<file path="config.mk">
export PLATFORM = sky130hd
export DESIGN_NAME = accum_ctrl_fsm_flat
export DESIGN_NICKNAME = d
export VERILOG_FILES = /design/src/rtl/accum_ctrl_fsm_if.sv /design/src/rtl/accum_ctrl_fsm.sv /design/src/flat_wrapper.sv
export SDC_FILE = /design/constraint.sdc
export NUM_CORES = 1
export LEC_CHECK = 0
export CAP_MARGIN = 20
export CORE_ASPECT_RATIO = 1.4
export CORE_MARGIN = 2
export CORE_UTILIZATION = 45
export DETAILED_ROUTE_END_ITERATION = 16
export HOLD_SLACK_MARGIN = 0.1
export PLACE_DENSITY = 0.88
export SYNTH_ARGS = -nofsm -noshare
export SYNTH_HDL_FRONTEND = slang
export SYNTH_SLANG_ARGS = --single-unit
</file>
<file path="constraint.sdc">
create_clock -name CLK -period 2.2 [get_ports CLK]
set_clock_uncertainty 0.2 [all_clocks]
set_input_delay 0.44 -clock CLK [delete_from_list [all_inputs] [get_ports CLK]]
set_output_delay 0.44 -clock CLK [all_outputs]
set_load 0.03 [all_outputs]
</file>
<file path="src/rtl/accum_ctrl_fsm_if.sv">
// Control-unit <-> datapath/memory signal bundle for the accumulator CPU.
// master = control FSM, slave = datapath side that supplies Opcode and MemReady.
interface accum_ctrl_fsm_if;
  logic [3:0] Opcode;
  logic       MemReady;
  logic       PCWrite;
  logic       Branch;
  logic       bneOrbeq;
  logic [1:0] PCSrc;
  logic       IRWrite;
  logic       IorD;
  logic       MemRead;
  logic       MemWrite;
  logic       ALUSrcA;
  logic [1:0] ALUSrcB;
  logic [1:0] ALUOp;
  logic       ACCWrite;
  logic [1:0] AccSrc;
  logic       Halted;
  logic       Fault;

  modport master (
    input  Opcode, MemReady,
    output PCWrite, Branch, bneOrbeq, PCSrc, IRWrite, IorD, MemRead, MemWrite,
           ALUSrcA, ALUSrcB, ALUOp, ACCWrite, AccSrc, Halted, Fault
  );

  modport slave (
    output Opcode, MemReady,
    input  PCWrite, Branch, bneOrbeq, PCSrc, IRWrite, IorD, MemRead, MemWrite,
           ALUSrcA, ALUSrcB, ALUOp, ACCWrite, AccSrc, Halted, Fault
  );
endinterface

</file>
<file path="src/rtl/accum_ctrl_fsm.sv">
// Multicycle fetch/decode/execute controller for the 16-bit accumulator CPU,
// with a ready/valid memory handshake, wait timeout, trap and halt.
module accum_ctrl_fsm #(
  parameter int unsigned WAIT_LIMIT      = 15,
  parameter logic [1:0]  TRAP_VECTOR_SEL = 2'b11
) (
  input  logic                  CLK,
  input  logic                  reset,
  accum_ctrl_fsm_if.master      bus
);

  localparam logic [3:0] ST_FETCH  = 4'd0;
  localparam logic [3:0] ST_DECODE = 4'd1;
  localparam logic [3:0] ST_MEM_RD = 4'd2;
  localparam logic [3:0] ST_ALU_WB = 4'd3;
  localparam logic [3:0] ST_ACC_LD = 4'd4;
  localparam logic [3:0] ST_MEM_WR = 4'd5;
  localparam logic [3:0] ST_LDI    = 4'd6;
  localparam logic [3:0] ST_BRANCH = 4'd7;
  localparam logic [3:0] ST_JUMP   = 4'd8;
  localparam logic [3:0] ST_TRAP   = 4'd9;
  localparam logic [3:0] ST_HALT   = 4'd10;

  // Count value seen in the last allowed wait cycle.
  localparam logic [7:0] WAIT_LAST = 8'(WAIT_LIMIT - 1);

  logic [3:0] state_q, state_d;
  logic [7:0] wait_q, wait_d;
  logic       fault_q, fault_d;
  logic       wait_expired;

  logic       pc_write, branch, bne_or_beq, ir_write, i_or_d;
  logic       mem_read, mem_write, alu_src_a, acc_write, halted;
  logic [1:0] pc_src, alu_src_b, alu_op, acc_src;

  assign wait_expired = (wait_q == WAIT_LAST);

  // Next state; wait_d defaults to 0 so any state change clears the counter.
  always_comb begin
    state_d = state_q;
    wait_d  = '0;
    fault_d = fault_q;
    case (state_q)
      ST_FETCH: begin
        if (bus.MemReady)      state_d = ST_DECODE;
        else if (wait_expired) state_d = ST_TRAP;
        else                   wait_d  = wait_q + 8'd1;
      end
      ST_DECODE: begin
        case (bus.Opcode)
          4'h0, 4'h1, 4'h2, 4'h3, 4'h4: state_d = ST_MEM_RD;
          4'h5:                         state_d = ST_MEM_WR;
          4'h6:                         state_d = ST_LDI;
          4'h7, 4'h8:                   state_d = ST_BRANCH;
          4'h9:                         state_d = ST_JUMP;
          4'hF:                         state_d = ST_HALT;
          default:                      state_d = ST_TRAP;
        endcase
      end
      ST_MEM_RD: begin
        if (bus.MemReady)      state_d = (bus.Opcode == 4'h4) ? ST_ACC_LD : ST_ALU_WB;
        else if (wait_expired) state_d = ST_TRAP;
        else                   wait_d  = wait_q + 8'd1;
      end
      ST_MEM_WR: begin
        if (bus.MemReady)      state_d = ST_FETCH;
        else if (wait_expired) state_d = ST_TRAP;
        else                   wait_d  = wait_q + 8'd1;
      end
      ST_ALU_WB, ST_ACC_LD, ST_LDI, ST_BRANCH, ST_JUMP: state_d = ST_FETCH;
      ST_TRAP: begin
        fault_d = 1'b1;
        state_d = ST_FETCH;
      end
      ST_HALT: state_d = ST_HALT;
      default: state_d = ST_FETCH;
    endcase
  end

  always_ff @(posedge CLK) begin
    if (!reset) begin
      state_q <= ST_FETCH;
      wait_q  <= '0;
      fault_q <= 1'b0;
    end else begin
      state_q <= state_d;
      wait_q  <= wait_d;
      fault_q <= fault_d;
    end
  end

  // Output decode; reset forces everything low regardless of state.
  always_comb begin
    pc_write   = 1'b0;
    branch     = 1'b0;
    bne_or_beq = 1'b0;
    pc_src     = 2'b00;
    ir_write   = 1'b0;
    i_or_d     = 1'b0;
    mem_read   = 1'b0;
    mem_write  = 1'b0;
    alu_src_a  = 1'b0;
    alu_src_b  = 2'b00;
    alu_op     = 2'b00;
    acc_write  = 1'b0;
    acc_src    = 2'b00;
    halted     = 1'b0;
    if (reset) begin
      case (state_q)
        ST_FETCH: begin
          mem_read  = 1'b1;
          alu_src_b = 2'b01;
          if (bus.MemReady) begin
            ir_write = 1'b1;
            pc_write = 1'b1;
          end
        end
        ST_DECODE: alu_src_b = 2'b10;
        ST_MEM_RD: begin
          mem_read = 1'b1;
          i_or_d   = 1'b1;
        end
        ST_ALU_WB: begin
          alu_src_a = 1'b1;
          alu_op    = bus.Opcode[1:0];
          acc_write = 1'b1;
        end
        ST_ACC_LD: begin
          acc_write = 1'b1;
          acc_src   = 2'b01;
        end
        ST_MEM_WR: begin
          mem_write = 1'b1;
          i_or_d    = 1'b1;
        end
        ST_LDI: begin
          acc_write = 1'b1;
          acc_src   = 2'b10;
        end
        ST_BRANCH: begin
          branch     = 1'b1;
          pc_src     = 2'b01;
          bne_or_beq = (bus.Opcode == 4'h7);
        end
        ST_JUMP: begin
          pc_write = 1'b1;
          pc_src   = 2'b10;
        end
        ST_TRAP: begin
          pc_write = 1'b1;
          pc_src   = TRAP_VECTOR_SEL;
        end
        ST_HALT: halted = 1'b1;
        default: ;
      endcase
    end
  end

  assign bus.PCWrite  = pc_write;
  assign bus.Branch   = branch;
  assign bus.bneOrbeq = bne_or_beq;
  assign bus.PCSrc    = pc_src;
  assign bus.IRWrite  = ir_write;
  assign bus.IorD     = i_or_d;
  assign bus.MemRead  = mem_read;
  assign bus.MemWrite = mem_write;
  assign bus.ALUSrcA  = alu_src_a;
  assign bus.ALUSrcB  = alu_src_b;
  assign bus.ALUOp    = alu_op;
  assign bus.ACCWrite = acc_write;
  assign bus.AccSrc   = acc_src;
  assign bus.Halted   = halted;
  assign bus.Fault    = reset & fault_q;

endmodule

</file>
<file path="src/flat_wrapper.sv">
// flat-port wrapper written by rule: the top's interface ports become plain ports
module accum_ctrl_fsm_flat 
#(
  parameter int unsigned WAIT_LIMIT      = 15,
  parameter logic [1:0]  TRAP_VECTOR_SEL = 2'b11
)
  (CLK, reset, bus_Opcode, bus_MemReady, bus_PCWrite, bus_Branch, bus_bneOrbeq, bus_PCSrc, bus_IRWrite, bus_IorD, bus_MemRead, bus_MemWrite, bus_ALUSrcA, bus_ALUSrcB, bus_ALUOp, bus_ACCWrite, bus_AccSrc, bus_Halted, bus_Fault);
  accum_ctrl_fsm_if bus_i ();
  input  logic CLK;
  input  logic reset;
  input wire logic [$bits(bus_i.Opcode)-1:0] bus_Opcode;
  input wire logic [$bits(bus_i.MemReady)-1:0] bus_MemReady;
  output wire logic [$bits(bus_i.PCWrite)-1:0] bus_PCWrite;
  output wire logic [$bits(bus_i.Branch)-1:0] bus_Branch;
  output wire logic [$bits(bus_i.bneOrbeq)-1:0] bus_bneOrbeq;
  output wire logic [$bits(bus_i.PCSrc)-1:0] bus_PCSrc;
  output wire logic [$bits(bus_i.IRWrite)-1:0] bus_IRWrite;
  output wire logic [$bits(bus_i.IorD)-1:0] bus_IorD;
  output wire logic [$bits(bus_i.MemRead)-1:0] bus_MemRead;
  output wire logic [$bits(bus_i.MemWrite)-1:0] bus_MemWrite;
  output wire logic [$bits(bus_i.ALUSrcA)-1:0] bus_ALUSrcA;
  output wire logic [$bits(bus_i.ALUSrcB)-1:0] bus_ALUSrcB;
  output wire logic [$bits(bus_i.ALUOp)-1:0] bus_ALUOp;
  output wire logic [$bits(bus_i.ACCWrite)-1:0] bus_ACCWrite;
  output wire logic [$bits(bus_i.AccSrc)-1:0] bus_AccSrc;
  output wire logic [$bits(bus_i.Halted)-1:0] bus_Halted;
  output wire logic [$bits(bus_i.Fault)-1:0] bus_Fault;
  assign bus_i.Opcode = bus_Opcode;
  assign bus_i.MemReady = bus_MemReady;
  assign bus_PCWrite = bus_i.PCWrite;
  assign bus_Branch = bus_i.Branch;
  assign bus_bneOrbeq = bus_i.bneOrbeq;
  assign bus_PCSrc = bus_i.PCSrc;
  assign bus_IRWrite = bus_i.IRWrite;
  assign bus_IorD = bus_i.IorD;
  assign bus_MemRead = bus_i.MemRead;
  assign bus_MemWrite = bus_i.MemWrite;
  assign bus_ALUSrcA = bus_i.ALUSrcA;
  assign bus_ALUSrcB = bus_i.ALUSrcB;
  assign bus_ALUOp = bus_i.ALUOp;
  assign bus_ACCWrite = bus_i.ACCWrite;
  assign bus_AccSrc = bus_i.AccSrc;
  assign bus_Halted = bus_i.Halted;
  assign bus_Fault = bus_i.Fault;
  accum_ctrl_fsm #(.WAIT_LIMIT(WAIT_LIMIT), .TRAP_VECTOR_SEL(TRAP_VECTOR_SEL)) u_core (.CLK(CLK), .reset(reset), .bus(bus_i));
endmodule
</file>
Yosys cells after proc, flatten, opt, wreduce, memory -nomap -nowiden
Memory sizes are Yosys's and may differ from the RTL's.
Index checks and enable logic that the tools add are counted.
{ "classes": {"reduce_logical": 7, "n_mux": 35, "add_sub_neg": 1, "eq_ne": 13, "bitwise": 3} }
{ "ops": {"columns": ["operator", "n"], "rows": [
  ["$eq 4x3->1 const B", 6],
  ["$mux 1", 20],
  ["$pmux 4 s5", 1],
  ["$mux 4", 4],
  ["$eq 4x4->1 const B", 3],
  ["$mux 2", 5],
  ["$add 8x1->8 const B", 1],
  ["$eq 4x2->1 const B", 2],
  ["$eq 8x4->1 const B", 1],
  ["$pmux 2 s2", 2],
  ["$pmux 2 s3", 1],
  ["$reduce_or 2->1", 3],
  ["$reduce_or 3->1", 2],
  ["$eq 4x1->1 const B", 1],
  ["$logic_not 4->1", 1],
  ["$reduce_or 4->1", 1],
  ["$mux 3", 1],
  ["$not 1->1", 2],
  ["$pmux 1 s2", 1],
  ["$and 1x1->1", 1]
]} }
{ "word_totals": {"mem_bits_ro": 64, "memories": 1, "word_cells": 63, "out_inout_bits": 19, "reg_bits": 13, "in_bits": 7} }
{ "memory_table": {"columns": ["memory", "words", "width", "rd", "rd_clocked_by_memory_dff", "wr", "line", "text"], "rows": [
  ["(name not given)", 16, 4, 1, 0, 0, "accum_ctrl_fsm.sv:50", "case (bus.Opcode)"]
]} }

Longest topological paths before layout
Gate-level depths: netlist of the first run.
{ "depth": {"ltp_word": 4, "depth_mapped": 6, "mapped_depth_nobuf": 6} }

Least setup slack after synthesis of the first run
Ideal clock, no wire load.
{ "synth_path": {"path_type": "register to output", "start": "reg u_core.state_q[0]", "end": "out bus_PCWrite", "path_slack_ps": -640, "required_ps": 1560, "arrival_time_ps": 2200, "path_buffers": 1, "stages_incl_launch_ff": 5, "path_cell_list": "dfxtp_1 buf_2 nor4_1 and2_1 or2_2"} }
{ "synth_via": {"elab_chain_len": 4, "elab_cells_between_ends": 6, "classes_between": "eq/ne: 2; mux: 2; reduce/logical: 2"} }
{ "synth_lines": {"columns": ["item", "line", "text"], "rows": [
  ["start: declaration", "accum_ctrl_fsm.sv:27", "logic [3:0] state_q, state_d;"],
  ["start signal: assignment", "accum_ctrl_fsm.sv:86", "state_q <= state_d;"],
  ["$eq 4x4->1", "accum_ctrl_fsm.sv:109", "case (state_q)"],
  ["$reduce_or 2->1 (no line)", null, null],
  ["$pmux 1 s2 (*)", "accum_ctrl_fsm.sv:109", null],
  ["$mux 1 (*)", "accum_ctrl_fsm.sv:108", "if (reset) begin"],
  ["end: declaration", "flat_wrapper.sv:13", "output wire logic [$bits(bus_i.PCWrite)-1:0] bus_PCWrite;"]
]} }
Every way passes the cells marked *; elsewhere a longest branch is shown, timed or not.

Final worst setup path of the first run
{ "layout_path": {"start": "in bus_Opcode[0]", "end": "out bus_bneOrbeq"} }
{ "layout_via": {"elab_chain_len": 3} }
{ "layout_lines": {"columns": ["item", "line", "text"], "rows": [
  ["start: declaration", "flat_wrapper.sv:11", "input wire logic [$bits(bus_i.Opcode)-1:0] bus_Opcode;"],
  ["$eq 4x3->1", "accum_ctrl_fsm.sv:143", "bne_or_beq = (bus.Opcode == 4'h7);"],
  ["$mux 1", "accum_ctrl_fsm.sv:109", null],
  ["$mux 1", "accum_ctrl_fsm.sv:108", null],
  ["end: declaration", "flat_wrapper.sv:15", "output wire logic [$bits(bus_i.bneOrbeq)-1:0] bus_bneOrbeq;"]
]} }
No other way between the ends.

==> results of run 1 <==
## report_power, final
group / leakage, nW / internal, W / switching, W / total [W]
logic: 0.458 / 0.000118 / 0.000136 / 0.000255
registers: 0.107 / 0.000250 / 0.0000327 / 0.000283
clock network: 0.0150 / 0.0000703 / 0.0000720 / 0.000142
## logic make-up (layout without fill, tap and decap cells)
group / count (synthesis) / after routing / synth area share
AND/OR/NAND/NOR: 63 / 63 / 0.379
AO/OA/AOI/OAI: 18 / 18 / 0.170
flip-flops: 13 / 13 / 0.294
buffers and inverters: 10 / 52 / 0.0566
XOR/XNOR: 6 / 6 / 0.0594
adder cells (fa/ha/maj): 2 / 2 / 0.0283
multiplexers: 1 / 1 / 0.0127
## per-layer routing
metal | wire [µm] | global-route usage | vias up
li1 | - | - | 489
met1 | 845 | 0.224 | 461
met2 | 1400 | 0.426 | 45
met3 | 115 | 0.0257 | 14
met4 | 111 | 0.180 | 0
met5 | 0 | 0 | -
## worst max path at each step
stage / startpoint / depth (start not counted) / to / slack (ps)
6_report: bus_Opcode[0] / 4 / bus_bneOrbeq / 60
5_1_grt: bus_Opcode[0] / 4 / bus_bneOrbeq / 4
4_1_cts: bus_MemReady / 4 / bus_PCWrite / 3
3_5_place_dp: reset / 6 / bus_PCWrite / -290
3_3_place_gp: reset / 6 / bus_PCWrite / -200
2_1_floorplan: u_core.state_q[0] / 4 / bus_PCWrite / -50
## cell usage after synthesis (2+ instances only)
cell      instances
nor2_1           17
dfxtp_1          13
nand2_1          10
nand2b_1          6
inv_1             5
nor3_1            5
xor2_1            5
buf_2             4
a21oi_1           3
and2_1            3
nand4_1           3
nor2b_1           3
nor4_1            3
o21ai_0           3
and3b_1           2
ha_1              2
nand3_1           2
nand3b_1          2
o21a_1            2
or3_1             2
## layout make-up
cell class	instances	area (µm²)	share of cell area
timing repair buffer	43	337	0.259
clock buffer	4	26.3	0.0202
multi-input combinational	90	623	0.479
inverter	5	18.8	0.0144
tap	21	26.3	0.0202
sequential	13	269	0.207
## state kept, by name, summed over array words and instances, names as in the netlist
signal	cells
u_core.fault_q	1
u_core.state_q	4
u_core.wait_q	8
## metrics by stage
stage,utilization,area [µm²]
floorplan,-,917
global placement,0.657,1250
detailed placement,0.657,1250
CTS,0.676,1280
global route,0.684,1300
finish,0.684,1300
## repair_timing
action,4_1_cts,5_1_grt
resized for setup,6,8
setup endpoints to repair,18,12
endpoints found under the hold margin,0,0
## critical path: cells and delay by family
family                 cells  cell delay [ps]
buffers and inverters      2              740
and+or+nand+nor            2              310
==> results by group, run 1 <==
Timing
  – Setup violators final: 0
  – Worst slew pin tran: 312 ps
  – Post-route setup slack: roughly 57 ps
  – Slew Viols, Final: 0
  – Min Tclk post-route: 2140 ps
  – Unrepaired setup endpoints after global routing: false
  – Fmax: 467 MHz
  – Endpoints failing hold: 0
  – Min Hold Slack: 251 ps
  – Period utilization: 0.974
  – Worst rel slew slack: 0.792
  – Post-route setup TNS: 0 ps

Worst setup path
  – Crit path kind: in -> out
  – Critical Path, Cell by Cell: clkdlybuf4s50_1, nand3_1, nor4_2, buf_4
  – Crit. End Element: output pin
  – Worst EP arrival: roughly 1500 ps
  – Worst EP required: 1560 ps
  – Crit path max fanout: 5
  – R2R setup slack: 380 ps
  – Slowest cell on crit path: clkdlybuf4s50_1
  – Crit path launch type: primary input
  – Slowest Stage Delay on Critical Path: 550 ps
  – Reg-to-Reg Start: u_core.wait_q[0]
  – RR Endpoint: u_core.wait_q[5]
  – R2R depth: 6

Clock tree
  – Clk buf depth: 2
  – Worst-Skew Late Latency: around 270 ps
  – Hold_buf cts: 0
  – # clock sinks: 13
  – CTS tree: yes
  – Num CTS Buffers: 3
  – H-tree levels: 1
  – Clock transition at path regs: around 70 ps
  – Postcts setup bufs: 0
  – Root Driver: clkbuf_4

Synth
  – Top_reg_cell synth: dfxtp_1
  – YS warnings: 0
  – Yosys cell types: 38
  – Synth Net Count: roughly 120
  – Post-synth EDFFs: 0
  – Largest cells by area after synthesis: dfxtp_1 (29%), nor2_1 (7.2%), xor2_1 (5.0%)
  – Post-Syn Area: between 800 and 900 µm²
  – Synthesized flop and latch total: 13
  – Synth Area per Inst: ~7.8 µm²
  – Seq/Total Area, Yosys: 0.294
  – Largest area contributor in the netlist: dfxtp_1
  – Cells after Synth: 113
  – Post-synth top area share: 0.294
  – Asr flop ratio synth: 0

Floorplanning
  – Full die area: between 2000 and 2500 µm²
  – Rows: 19
  – # IOs: 26
  – Die X: between 40 and 50 µm
  – Initial core utilization: 0.465
  – Core footprint: around 1900 µm²
  – Die Ht: 56.5 µm

Drt
  – Detailed Route WL: 2.47 mm
  – ANT nets after route: 0
  – Via count: roughly 1000
  – Via density per instance: ~5.7
  – DR WL/cell: 14.0 µm
  – DRC: 0
  – First drt pass iteration count: 4
  – Drt first-iter violations: 31

Global routing
  – GRT Residual Overflow: 0
  – Vias in the first global route: 1029
  – Total global-route track usage: 0.231
  – Global-route wire length before repair: 4.24 mm
  – Initial antenna violation count: 0
  – Largest net degree at the start of global routing: 14

Final layout
  – Synth-to-layout area growth: 47.0%
  – Commonest non-fill, non-tap cell in the layout: buf_4
  – Final Instance Count excl. Fillers: 176
  – Ant. Diodes: 0
  – Share of cells above drive strength 1: 0.361
  – Fillers: between 150 and 200
  – Layout Nets: approximately 170
  – Commonest non-fill, non-tap cells in the layout: buf_4 (37), nor2_1 (17), dfxtp_1 (10)

Place
  – Pre-CTS WS: -291 ps
  – Post-DP HPWL: 2.06 mm
  – GP Congestion: ~0.9
  – Placed cells: between 150 and 200
  – Number of port buffers: 25

Pwr
  – Pwr dens: ~520 nW/µm²
  – PnR Total Power: ~0.00068 W
  – Static Leak: around 0.58 nW
  – Max IR drop VDD: roughly 0.00042 V

Run
  – Max Cap Viol: 0

Min path
  – Hold path startpoint: u_core.fault_q
  – Hold path cells: 2
  – Hold EP: u_core.fault_q
  – Worst hold path class: reg -> reg

Run status
  – Status: finished clean
No activity file was read; power rests on OpenSTA's default activity.
==> inputs of run 2 (changes only) <==
--- a/config.mk
+++ b/config.mk
@@ -11,6 +11,7 @@
 export CORE_UTILIZATION = 45
 export DETAILED_ROUTE_END_ITERATION = 16
 export HOLD_SLACK_MARGIN = 0.1
+export MAX_ROUTING_LAYER = met4
 export PLACE_DENSITY = 0.88
 export SYNTH_ARGS = -nofsm -noshare
 export SYNTH_HDL_FRONTEND = slang
==> results by group, run 2 (synthesized netlist as in run 1, its figures left out) <==
Worst setup path
  – R2R depth: 6 (unchanged)
  – Reg-to-Reg Start: u_core.wait_q[0] (unchanged)
  – Crit path launch type: primary input (unchanged)
  – CP bufs+invs: 2 (unchanged)
  – Critical path's top delay family: buffers and inverters (unchanged)
  – RR Endpoint: u_core.wait_q[5] (unchanged)
  – Crit. End Element: output pin (unchanged)
  – R2R setup slack: 380 ps (about the same)
  – Slowest cell on crit path: clkdlybuf4s50_1 (unchanged)
  – Critical Path, Cell by Cell: clkdlybuf4s50_1, nand3_1, nor4_2, buf_4 (unchanged)
  – Worst EP arrival: 1500 ps (about the same)
  – Worst EP required: 1560 ps (about the same)
  – Crit path kind: in -> out (unchanged)
  – Crit path max fanout: 5 (unchanged)
  – Slowest Stage Delay on Critical Path: 550 ps (about the same)

Floorplanning
  – Die Ht: 56.5 µm (unchanged)
  – # IOs: 26 (unchanged)
  – Rows: 19 (unchanged)
  – Initial core utilization: 0.465 (unchanged)
  – Full die area: 2340 µm² (unchanged)
  – Core footprint: 1900 µm² (unchanged)
  – Die X: 41.5 µm (unchanged)

Final layout
  – Final Util: 0.684 (unchanged)
  – Commonest non-fill, non-tap cell in the layout: buf_4 (unchanged)
  – Final Instance Count excl. Fillers: 176 (unchanged)
  – Commonest non-fill, non-tap cells in the layout: buf_4 (37), nor2_1 (17), dfxtp_1 (10) (unchanged)
  – Share of cells above drive strength 1: 0.361 (unchanged)
  – Top reg by flops: u_core.wait_q (unchanged)
  – Ant. Diodes: 0 (unchanged)
  – Fillers: 165 (unchanged)
  – Layout Nets: 165 (unchanged)
  – Synth-to-layout area growth: 47.0% (unchanged)
  – Top flop regs: u_core.wait_q x8, u_core.state_q x4, u_core.fault_q x1 (unchanged)
  – Non-Filler Cell Area, Final: 1300 µm² (unchanged)
  – Max FFs per register: 8 (unchanged)

Pwr
  – Pwr dens: 523 nW/µm² (about the same)
  – Static Leak: 0.580 nW (unchanged)
  – Max IR drop VDD: 0.000418 V (was 0.000419 V)
  – PnR Total Power: 0.000679 W (was 0.000680 W)

Global routing
  – Global-route wire length before repair: 4.24 mm (unchanged)
  – Total global-route track usage: 0.237 (was 0.231)
  – GRT Residual Overflow: 0 (unchanged)
  – Largest net degree at the start of global routing: 14 (unchanged)
  – Initial antenna violation count: 0 (unchanged)
  – Vias in the first global route: 1029 (unchanged)

Run
  – Max Cap Viol: 0 (unchanged)

Drt
  – Drt first-iter violations: 32 (was 31)
  – Via count: 1006 (was 1009)
  – DRC: 0 (unchanged)
  – Via density per instance: 5.72 (was 5.73)
  – ANT nets after route: 0 (unchanged)
  – DR WL/cell: 14.0 µm (about the same)
  – First drt pass iteration count: 5 (was 4)
  – Detailed Route WL: 2.46 mm (was 2.47 mm)

Clock tree
  – Root Driver: clkbuf_4 (unchanged)
  – H-tree levels: 1 (unchanged)
  – Clk buf depth: 2 (unchanged)
  – Clock transition at path regs: 70 ps (about the same)
  – # clock sinks: 13 (unchanged)
  – Num CTS Buffers: 3 (unchanged)
  – CTS tree: yes (unchanged)
  – Worst-Skew Late Latency: 270 ps (about the same)

Timing
  – Post-route setup slack: 56.5 ps (was 56.6 ps)
  – Setup violators final: 0 (unchanged)
  – Unrepaired setup endpoints after global routing: false (unchanged)
  – Period utilization: 0.974 (about the same)
  – Slew Viols, Final: 0 (unchanged)
  – Endpoints failing hold: 0 (unchanged)
  – Worst slew pin tran: 313 ps (was 312 ps)
  – Worst rel slew slack: 0.791 (was 0.792)
  – Min Tclk post-route: 2140 ps (about the same)
  – Fmax: 467 MHz (about the same)

Place
  – Number of port buffers: 25 (unchanged)
  – Pre-CTS WS: -291 ps (unchanged)
  – GP Congestion: 0.901 (was 0.887)
  – Placed cells: 172 (unchanged)
  – DP Area: 1250 µm² (unchanged)
  – Post-DP HPWL: 2.06 mm (unchanged)

Min path
  – Hold EP: u_core.fault_q (unchanged)
  – Hold path cells: 2 (unchanged)
  – Hold path startpoint: u_core.fault_q (unchanged)
  – Worst hold path class: reg -> reg (unchanged)

Run status
  – Status: finished clean (unchanged)
[run 2: cell counts in the layout (fill, tap and decap cells not counted)]
Identical to the previous run, type by type.
[run 2: layer usage]
layer,share of wire,GRT usage,vias up,wire length (µm)
li1,-,-,489,-
met1,0.34,0.224,458,829
met2,0.56,0.426,41,1370
met3,0.050,0.0257,18,122
met4,0.055,0.180,0,136
met5,0,-,-,0
[run 2: through the flow]
stage / hold slack (ps) / setup TNS, ps
floorplan: 217 / -52.2
global placement: 238 / -1790
detailed placement: 238 / -2820
CTS: 257 / 0
global route: 295 / 0
finish: 251 / 0
[run 2: layout make-up]
| cell class | instances | area [µm²] | share of cell area |
|---|---|---|---|
| multi-input cells | 90 | 623 | 0.479 |
| repair buffers | 43 | 337 | 0.259 |
| flip-flops and latches | 13 | 269 | 0.207 |
| clock buffers | 4 | 26.3 | 0.0202 |
| well taps | 21 | 26.3 | 0.0202 |
| inverters | 5 | 18.8 | 0.0144 |
[run 2: how the worst max path moves through the flow]
stage	from	endpoint	slack, ps	cells after the start
floorplan	u_core.state_q[0]	bus_PCWrite	-50	4
global placement	reset	bus_PCWrite	-200	6
detailed placement	reset	bus_PCWrite	-290	6
CTS	bus_MemReady	bus_PCWrite	3	4
global route	bus_Opcode[0]	bus_bneOrbeq	4	4
finish	bus_Opcode[0]	bus_bneOrbeq	60	4
[run 2: report_power, final]
group	switching (W)	internal [W]	leakage [nW]	total, W
Sequential	0.0000318	0.000250	0.107	0.000282
Combinational	0.000136	0.000118	0.458	0.000255
Clock	0.0000720	0.0000703	0.0150	0.000142
Total	0.000240	0.000439	0.580	0.000679
[run 2: tightest hold or removal path: cells and delay by family, from the launching register on]
| family | cells | cell delay, ps |
|---|---|---|
| simple gates | 2 | 120 |
| flops | 1 | 310 |
[run 2: timing repair]
item / CTS / global route
gates resized for setup: 6 / 8
setup buffers: 0 / 0
endpoints found under the setup margin: 18 / 12
hold buffers: 0 / 0
hold endpoints to repair: 0 / 0
==> inputs of run 3 (changes only) <==
--- a/config.mk
+++ b/config.mk
@@ -10,9 +10,10 @@
 export CORE_MARGIN = 2
 export CORE_UTILIZATION = 45
 export DETAILED_ROUTE_END_ITERATION = 16
+export DONT_BUFFER_PORTS = 1
 export HOLD_SLACK_MARGIN = 0.1
 export MAX_ROUTING_LAYER = met4
-export PLACE_DENSITY = 0.88
+export PLACE_DENSITY = 0.71
 export SYNTH_ARGS = -nofsm -noshare
 export SYNTH_HDL_FRONTEND = slang
 export SYNTH_SLANG_ARGS = --single-unit
==> results by group, run 3 (synthesized netlist as in run 1, its figures left out) <==
Drt
  – Via density per instance: 5.89 (was 5.72)
  – DR WL/cell: 14.2 µm (was 14.0 µm)
  – Detailed Route WL: 2.15 mm (was 2.46 mm)
  – ANT nets after route: 0 (unchanged)
  – First drt pass iteration count: 4 (was 5)
  – Via count: 895 (was 1006)
  – Drt first-iter violations: 22 (was 32)
  – DRC: 0 (unchanged)

Place
  – Number of port buffers: 0 (was 25)
  – DP Area: 1050 µm² (was 1250 µm²)
  – GP Congestion: 0.854 (was 0.901)
  – Post-DP HPWL: 1.75 mm (was 2.06 mm)

Timing
  – Fmax: 475 MHz (was 467 MHz)
  – Worst rel slew slack: 0.783 (was 0.791)
  – Worst slew pin tran: 325 ps (was 313 ps)
  – Min Tclk post-route: 2110 ps (was 2140 ps)
  – Slew Viols, Final: 0 (unchanged)
  – Period utilization: 0.957 (was 0.974)
  – Endpoints failing hold: 0 (unchanged)
  – Setup violators final: 0 (unchanged)
  – Unrepaired setup endpoints after global routing: false (unchanged)

Clock tree
  – Clk buf depth: 2 (unchanged)
  – H-tree levels: 1 (unchanged)
  – Clock transition at path regs: 80 ps (was 70 ps)
  – Num CTS Buffers: 3 (unchanged)
  – Root Driver: clkbuf_4 (unchanged)
  – CTS tree: yes (unchanged)
  – Worst-Skew Late Latency: 270 ps (about the same)
  – # clock sinks: 13 (unchanged)

Worst setup path
  – Worst EP required: 1560 ps (about the same)
  – Crit. End Element: output pin (unchanged)
  – Crit path kind: reg -> out (was in -> out)
  – Crit path max fanout: 10 (was 5)
  – R2R depth: 6 (unchanged)
  – Worst EP arrival: 1470 ps (was 1500 ps)
  – Crit path launch type: flip-flop (was primary input)

Final layout
  – Layout Nets: 141 (was 165)
  – Non-Filler Cell Area, Final: 1110 µm² (was 1300 µm²)
  – Top flop regs: u_core.wait_q x8, u_core.state_q x4, u_core.fault_q x1 (unchanged)
  – Commonest non-fill, non-tap cells in the layout: nor2_1 (17), buf_4 (17), dfxtp_1 (10) (was buf_4 (37), nor2_1 (17), dfxtp_1 (10))
  – Max FFs per register: 8 (unchanged)
  – Synth-to-layout area growth: 25.5% (was 47.0%)
  – Share of cells above drive strength 1: 0.298 (was 0.361)
  – Ant. Diodes: 0 (unchanged)
  – Fillers: 187 (was 165)
  – Top reg by flops: u_core.wait_q (unchanged)
  – Final Util: 0.584 (was 0.684)

Min path
  – Hold path cells: 2 (unchanged)
  – Worst hold path class: in -> reg (was reg -> reg)

Pwr
  – PnR Total Power: 0.000621 W (was 0.000679 W)
  – Max IR drop VDD: 0.000340 V (was 0.000418 V)
  – Pwr dens: 560 nW/µm² (was 523 nW/µm²)
  – Static Leak: 0.446 nW (was 0.580 nW)

Global routing
  – Largest net degree at the start of global routing: 14 (unchanged)
  – Global-route wire length before repair: 3.52 mm (was 4.24 mm)
  – Initial antenna violation count: 0 (unchanged)
  – GRT Residual Overflow: 0 (unchanged)
  – Total global-route track usage: 0.195 (was 0.237)
  – Vias in the first global route: 846 (was 1029)

Floorplanning
  – Rows: 19 (unchanged)
  – Die Ht: 56.5 µm (unchanged)
  – Die X: 41.5 µm (unchanged)
  – # IOs: 26 (unchanged)
  – Full die area: 2340 µm² (unchanged)
  – Initial core utilization: 0.465 (unchanged)
  – Core footprint: 1900 µm² (unchanged)

Run status
  – Status: finished clean (unchanged)

Run
  – Max Cap Viol: 0 (unchanged)
[run 3: final cells by class]
type | instances | area [µm²] | area share
well taps | 21 | 26.3 | 0.0237
multi-input cells | 90 | 623 | 0.561
repair buffers | 19 | 149 | 0.134
clock buffers | 4 | 26.3 | 0.0237
inverters | 5 | 18.8 | 0.0169
flip-flops and latches | 13 | 267 | 0.240
[run 3: per-stage QoR]
step / std cells / setup TNS, ps / worst slack [ps] / hold WS, ps
final: 152 / 0 / 94.9 / 105
after global routing: 152 / 0 / 15.3 / 127
after CTS: 152 / 0 / 53.4 / 106
after detailed placement: 147 / 0 / 229 / 240
after global placement: 147 / 0 / 303 / 229
after floorplan: 113 / -52.2 / -52.2 / 217
[run 3: routing by layer]
layer | GRT usage | up-vias | wire length (µm)
met5 | - | - | 0
met4 | 0.0829 | 0 | 32
met3 | 0.0225 | 4 | 114
met2 | 0.377 | 32 | 1240
met1 | 0.187 | 419 | 764
li1 | - | 440 | -
[run 3: final timing paths]
kind	startpoint	to	slack (ps)
min	reset	u_core.fault_q	110
max reg2reg	u_core.wait_q[0]	u_core.wait_q[7]	330
max	u_core.state_q[3]	bus_bneOrbeq	90
min reg2reg	u_core.fault_q	u_core.fault_q	250
[run 3: power by group]
part | leakage (nW) | internal [W] | switching (W)
combinational | 0.324 | 0.0000795 | 0.000119
sequential | 0.107 | 0.000249 | 0.0000299
clock | 0.0150 | 0.0000701 | 0.0000731
[run 3: what timing repair did]
action,in CTS,in global routing
endpoints found under the hold margin,1,0
pin swaps,0,0
hold buffers,1,0
setup buffers,0,0
resized for setup,4,7
endpoints found under the setup margin,4,2
[run 3: critical path: stages, from the launching register on]
cell,delay [ps]
dfxtp_4,390
nor2b_1,190
nand2_2,150
nor4_2,270
buf_4,200
